File: config.mk
export PLATFORM = sky130hd
export DESIGN_NAME = fetch_ctrl_flat
export DESIGN_NICKNAME = d
export VERILOG_FILES = /design/src/rtl/fetch_ctrl_if.sv /design/src/rtl/fetch_ctrl.sv /design/src/flat_wrapper.sv
export SDC_FILE = /design/constraint.sdc
export NUM_CORES = 1
export LEC_CHECK = 0
export CORE_ASPECT_RATIO = 2
export CORE_UTILIZATION = 38
export DETAILED_ROUTE_END_ITERATION = 7
export GPL_ROUTABILITY_DRIVEN = 0
export PLACE_DENSITY = 0.88
export REMOVE_ABC_BUFFERS = 1
export SETUP_SLACK_MARGIN = 0.02
export SLEW_MARGIN = 20
export SYNTH_ARGS = -nofsm -noshare
export SYNTH_HDL_FRONTEND = slang
export SYNTH_SLANG_ARGS = --single-unit
File: constraint.sdc
create_clock -name clk -period 3.55 [get_ports clk]
set_input_delay 0.5325 -clock clk [delete_from_list [all_inputs] [get_ports clk]]
set_output_delay 0.5325 -clock clk [all_outputs]
set_load 0.03 [all_outputs]
File: src/rtl/fetch_ctrl_if.sv
// Handshake/bus bundle between the fetch sequencer and the fetch/execute datapath.
// master: the sequencer (fetch_ctrl); slave: the datapath / execute side.
interface fetch_ctrl_if;
    localparam int unsigned OFF_W  = 16;
    localparam int unsigned WORD_W = 32;

    logic              exec_done;
    logic              branch_taken;
    logic [OFF_W-1:0]  branch_offset;
    logic              halt;
    logic              pc_ld_en;
    logic              pc_sel;
    logic [WORD_W-1:0] pc_immed;
    logic              ir_ld_en;
    logic              instr_valid;
    logic              halted;
    logic [WORD_W-1:0] retired_cnt;
    logic [WORD_W-1:0] taken_cnt;

    modport master (
        input  exec_done, branch_taken, branch_offset, halt,
        output pc_ld_en, pc_sel, pc_immed, ir_ld_en, instr_valid, halted,
               retired_cnt, taken_cnt
    );

    modport slave (
        output exec_done, branch_taken, branch_offset, halt,
        input  pc_ld_en, pc_sel, pc_immed, ir_ld_en, instr_valid, halted,
               retired_cnt, taken_cnt
    );
endinterface

File: src/rtl/fetch_ctrl.sv
// Instruction-fetch sequencer: RESET_WAIT -> FETCH -> LATCH -> EXEC -> UPDATE -> FETCH ...
// One instruction in flight; all outputs are registered copies of next-state decodes.
// Optional feature macro: FETCH_PERF_CNT_EN builds the retired/taken-branch counters;
// without it retired_cnt and taken_cnt are tied to 0.
module fetch_ctrl #(
    parameter int unsigned RESET_HOLD = 1
) (
    input  logic         clk,
    input  logic         rst,
    fetch_ctrl_if.master bus
);
    localparam int unsigned HOLD_W = 4;
    localparam int unsigned WORD_W = 32;

    typedef enum logic [2:0] {
        S_RESET_WAIT,
        S_FETCH,
        S_LATCH,
        S_EXEC,
        S_UPDATE,
        S_HALTED
    } state_t;

    state_t              state, state_nx;
    logic [HOLD_W-1:0]   hold_cnt, hold_cnt_nx;
    logic                capture_c;

    logic                pc_ld_en_q, pc_sel_q, ir_ld_en_q, instr_valid_q, halted_q;
    logic                pc_ld_en_nx, pc_sel_nx, ir_ld_en_nx, instr_valid_nx, halted_nx;
    logic [WORD_W-1:0]   pc_immed_q, pc_immed_nx;

    // Next-state, capture decode and next output values
    always_comb begin
        state_nx       = state;
        hold_cnt_nx    = hold_cnt;
        capture_c      = 1'b0;
        pc_immed_nx    = pc_immed_q;

        case (state)
            S_RESET_WAIT: begin
                if (hold_cnt == HOLD_W'(RESET_HOLD)) begin
                    state_nx    = S_FETCH;
                    hold_cnt_nx = '0;
                end else begin
                    hold_cnt_nx = hold_cnt + HOLD_W'(1);
                end
            end
            S_FETCH:  state_nx = S_LATCH;
            S_LATCH:  state_nx = S_EXEC;
            S_EXEC: begin
                if (bus.exec_done) begin
                    capture_c   = 1'b1;
                    pc_immed_nx = {{14{bus.branch_offset[15]}}, bus.branch_offset, 2'b00};
                    state_nx    = bus.halt ? S_HALTED : S_UPDATE;
                end
            end
            S_UPDATE: state_nx = S_FETCH;
            S_HALTED: state_nx = S_HALTED;
            default:  state_nx = S_RESET_WAIT;
        endcase

        // Moore outputs decoded from the state being entered, then registered
        pc_ld_en_nx    = (state_nx == S_UPDATE);
        pc_sel_nx      = capture_c && !bus.halt && bus.branch_taken;
        ir_ld_en_nx    = (state_nx == S_LATCH);
        instr_valid_nx = (state_nx == S_EXEC);
        halted_nx      = (state_nx == S_HALTED);
    end

    // State, hold counter, captured offset and output registers
    always_ff @(posedge clk or posedge rst) begin
        if (rst) begin
            state         <= S_RESET_WAIT;
            hold_cnt      <= '0;
            pc_immed_q    <= '0;
            pc_ld_en_q    <= 1'b0;
            pc_sel_q      <= 1'b0;
            ir_ld_en_q    <= 1'b0;
            instr_valid_q <= 1'b0;
            halted_q      <= 1'b0;
        end else begin
            state         <= state_nx;
            hold_cnt      <= hold_cnt_nx;
            pc_immed_q    <= pc_immed_nx;
            pc_ld_en_q    <= pc_ld_en_nx;
            pc_sel_q      <= pc_sel_nx;
            ir_ld_en_q    <= ir_ld_en_nx;
            instr_valid_q <= instr_valid_nx;
            halted_q      <= halted_nx;
        end
    end

    assign bus.pc_ld_en    = pc_ld_en_q;
    assign bus.pc_sel      = pc_sel_q;
    assign bus.pc_immed    = pc_immed_q;
    assign bus.ir_ld_en    = ir_ld_en_q;
    assign bus.instr_valid = instr_valid_q;
    assign bus.halted      = halted_q;

`ifdef FETCH_PERF_CNT_EN
    logic [WORD_W-1:0] retired_q, taken_q;

    // Retired counts every capture (halting included); taken excludes halting captures
    always_ff @(posedge clk or posedge rst) begin
        if (rst) begin
            retired_q <= '0;
            taken_q   <= '0;
        end else if (capture_c) begin
            retired_q <= retired_q + WORD_W'(1);
            if (bus.branch_taken && !bus.halt) begin
                taken_q <= taken_q + WORD_W'(1);
            end
        end
    end

    assign bus.retired_cnt = retired_q;
    assign bus.taken_cnt   = taken_q;
`else
    assign bus.retired_cnt = '0;
    assign bus.taken_cnt   = '0;
`endif

endmodule

File: src/flat_wrapper.sv
// flat-port wrapper written by rule: the top's interface ports become plain ports
module fetch_ctrl_flat 
#(
    parameter int unsigned RESET_HOLD = 1
)
  (clk, rst, bus_exec_done, bus_branch_taken, bus_branch_offset, bus_halt, bus_pc_ld_en, bus_pc_sel, bus_pc_immed, bus_ir_ld_en, bus_instr_valid, bus_halted, bus_retired_cnt, bus_taken_cnt);
  fetch_ctrl_if bus_i ();
  input  logic clk;
  input  logic rst;
  input wire logic [$bits(bus_i.exec_done)-1:0] bus_exec_done;
  input wire logic [$bits(bus_i.branch_taken)-1:0] bus_branch_taken;
  input wire logic [$bits(bus_i.branch_offset)-1:0] bus_branch_offset;
  input wire logic [$bits(bus_i.halt)-1:0] bus_halt;
  output wire logic [$bits(bus_i.pc_ld_en)-1:0] bus_pc_ld_en;
  output wire logic [$bits(bus_i.pc_sel)-1:0] bus_pc_sel;
  output wire logic [$bits(bus_i.pc_immed)-1:0] bus_pc_immed;
  output wire logic [$bits(bus_i.ir_ld_en)-1:0] bus_ir_ld_en;
  output wire logic [$bits(bus_i.instr_valid)-1:0] bus_instr_valid;
  output wire logic [$bits(bus_i.halted)-1:0] bus_halted;
  output wire logic [$bits(bus_i.retired_cnt)-1:0] bus_retired_cnt;
  output wire logic [$bits(bus_i.taken_cnt)-1:0] bus_taken_cnt;
  assign bus_i.exec_done = bus_exec_done;
  assign bus_i.branch_taken = bus_branch_taken;
  assign bus_i.branch_offset = bus_branch_offset;
  assign bus_i.halt = bus_halt;
  assign bus_pc_ld_en = bus_i.pc_ld_en;
  assign bus_pc_sel = bus_i.pc_sel;
  assign bus_pc_immed = bus_i.pc_immed;
  assign bus_ir_ld_en = bus_i.ir_ld_en;
  assign bus_instr_valid = bus_i.instr_valid;
  assign bus_halted = bus_i.halted;
  assign bus_retired_cnt = bus_i.retired_cnt;
  assign bus_taken_cnt = bus_i.taken_cnt;
  fetch_ctrl #(.RESET_HOLD(RESET_HOLD)) u_core (.clk(clk), .rst(rst), .bus(bus_i));
endmodule
==> reports/summary.txt <==
outcome -> finished, final reports clean
CTS Buf Count -> 3
Mapped Cells -> 157
PortBufs -> 55
Synth Area in XOR/XNOR -> 1.481%
count of final hold-check violations -> 0
fin nets -> 220
count of pins over their slew limit -> 0
Seq/Total Area, Yosys -> 39.49%
main combinational cell family by area after synthesis -> buffers and inverters
Synth area leader -> dfrtp_1
Yosys cell types -> 28
first-pass GRT wire length -> 4.015 mm
fraction of layout cells with a size suffix above 1 -> 12.63%
post-synth top area share -> 39.49%
# IOs -> 122
Final HPWL DP -> 2.017 mm
minimum clock period after layout -> 2.138 ns
syn_area_per_cell -> 11.30 um^2
Clk Latency, worst-skew pair -> 0.27 ns
via count -> 998
Worst EP arrival -> 1.61 ns
CP required -> 3.02 ns
Synth warnings -> 0
Setup Skew -> 0.001291 ns
crit share post-route -> 60.24%
chip width -> 50.32 um
share of the core filled with cells -> 46.49%
PD cells -> 958.5 nW/um^2
simple-gate share of the synthesized area -> 8.251%
Slowest-stage cell, CP -> clkdlybuf4s50_1
P&R area growth vs syn -> 15.94%
Hold/Removal Path Class -> reg2reg
Max-cap violations -> 0
FP Rows -> 34
post-CTS sizing -> 0
CP max stage delay -> 0.76 ns
core box area -> 4424 um^2
largest cells by area after synthesis -> dfrtp_1 39%, buf_4 34%, mux2_4 7.6%, mux2_2 5.1%, nand4b_4 1.3%
full die area -> 4963 um^2
Buffers & Inverters on Critical Path -> 1
worst vdd ir -> 562.0 uV
DR DRC count -> 0
RSZ-0062 raised after global routing -> no
headroom to the max-slew limit -> 62.14%
worst slew pin tran -> 0.5671 ns
Pre-antenna DRT Iters -> 2
die height -> 98.63 um
DR vias/cell -> 3.960
WL/cell -> 10.03 um
ordered list of cells on the worst path -> clkdlybuf4s50_1
commonest non-fill, non-tap cell in the layout -> conb_1
ANT nets after route -> 0
compound-gate portion of the synthesized area -> 1.693%
startpoint types -> flip-flop
CTS sink count -> 28
total grt overflow -> 0
multiplexer fraction of the synthesized cell area -> 12.69%
commonest cells after routing, fill and taps aside -> 66 x conb_1, 55 x clkdlybuf4s50_1, 28 x dfrtp_1
gr usage total -> 10.45%
Clk pin slew, worst setup/hold paths -> 0.09 ns
Initial Utilization -> 40.10%
hold_buf cts -> 0
largest net degree at the start of global routing -> 29
mapped cell area -> 1774 um^2
Crit Path Max Fanout -> 16
CTS root buf -> clkbuf_8
vias in the first global route -> 858
Worst Slack Setup Final -> 1.412 ns
Yosys reg bits -> 28
setup TNS -> 0 ns
initial antenna violation count -> 0
Routed WL -> 2.527 mm
ant diodes -> 0
Max Freq -> 467.6 MHz
CP Class -> reg2out
setup violators final -> 0
Worst setup EP type -> output pin
First DRT Iteration DRCs -> 6
CTS tree -> yes
setup bufs post-CTS -> 0
Pleak -> 1.005 nW
worst slack at placement -> 1.503 ns
CTS H-tree lvls -> 1
Clock Path Buffers -> 2
Synth Area in Adders -> 0%
Crit path max-delay family -> buffers and inverters
## area by class of cell
type	count	area, um^2
inverter	2	7.507
clock buffer	4	55.05
multi-input combinational	109	675.6
timing repair buffer	55	550.5
sequential	28	700.7
tap	54	67.56
fill	420	2367
## metrics by stage
| stage | hold slack [ns] | instance area (um^2) | power [W] | instances |
|---|---|---|---|---|
| 3_5_place_dp | 0.4870 | 2002 | 0.001798 | 248 |
| 2_1_floorplan | 0.4428 | 1384 | 0.001325 | 139 |
| 3_3_place_gp | 0.4579 | 2002 | 0.001764 | 248 |
| 6_report | 0.4946 | 2057 | 0.001972 | 252 |
| 4_1_cts | 0.5039 | 2057 | 0.001992 | 252 |
| 5_1_grt | 0.5171 | 2057 | 0.002077 | 252 |
## synthesized netlist by cell type
cell	number
nor3b_1	2
dfrtp_1	28
o21ai_1	1
mux2_4	9
nor2b_1	1
o21ai_0	1
nor4b_4	1
and4_1	1
inv_1	2
buf_8	1
buf_6	1
and2b_1	1
nand4b_4	1
nand2_1	2
and2_1	1
nor2_1	2
xnor2_1	2
o21bai_1	1
nor3_1	1
mux2_2	8
nand3_1	2
nand3b_1	1
buf_4	81
conb_1	1
a31oi_1	2
and3b_2	1
or2b_1	1
xor2_1	1
## worst reg2reg max path: cells and delay by family (launching register included)
| family | cells | cell delay [ns] |
|---|---|---|
| DFF | 1 | 0.58 |
| muxes | 1 | 0.42 |
| and+or+nand+nor | 1 | 0.39 |
## kinds of logic (layout without fill, tap and decap cells)
| logic type | count (synthesis) | after routing |
|---|---|---|
| flops | 28 | 28 |
| simple gates | 18 | 18 |
| other cells | 1 | 66 |
| xor+xnor | 3 | 3 |
| buf+inv | 85 | 61 |
| compound gates | 5 | 5 |
| mux | 17 | 17 |
## metal layers
metal  part of all wire [%]  up-vias  track usage (%)  wire (um)
met5                      0        -                0          0
met4                    1.3        0            3.846         32
met3                     13        3            2.778        322
met2                     54       95            20.00       1356
met1                     32      461            10.15        816
li1                       -      439                -          -
## report_power, final
group	internal (W)	switching (W)	leakage (nW)	total, W
sequential	0.000455	0.000126	0.346	0.000582
clock	0.0000992	0.0000921	0.0288	0.000191
combinational	0.000530	0.000668	0.631	0.00120
total	0.00108	0.000887	1.01	0.00197
## sequential cells by signal (all words and copies together), names as in the netlist
name	flops
u_core.bus.pc_immed	16
u_core.bus.halted	1
u_core.hold_cnt	4
u_core.bus.pc_sel	1
u_core.bus.ir_ld_en	1
u_core.bus.instr_valid	1
u_core.bus.pc_ld_en	1
u_core.state	3
## final timing paths
check	startpoint	end	slack, ns	cells after the start
setup / recovery	u_core.bus.pc_immed[17]$_DFFE_PP0N_	bus_pc_immed[25]	1.41	1
hold / removal	u_core.hold_cnt[0]$_DFFE_PP0P_	u_core.hold_cnt[0]$_DFFE_PP0P_	0.49	1
setup reg to reg	u_core.state[1]$_DFF_PP0_	u_core.bus.pc_immed[15]$_DFFE_PP0N_	2.04	2
hold reg to reg	u_core.hold_cnt[0]$_DFFE_PP0P_	u_core.hold_cnt[0]$_DFFE_PP0P_	0.49	1
max in group asynchronous	rst	u_core.bus.pc_immed[14]$_DFFE_PP0N_	2.55	2
min in group asynchronous	rst	u_core.bus.pc_immed[8]$_DFFE_PP0N_	0.63	2
No activity file was read; power rests on OpenSTA's default activity.
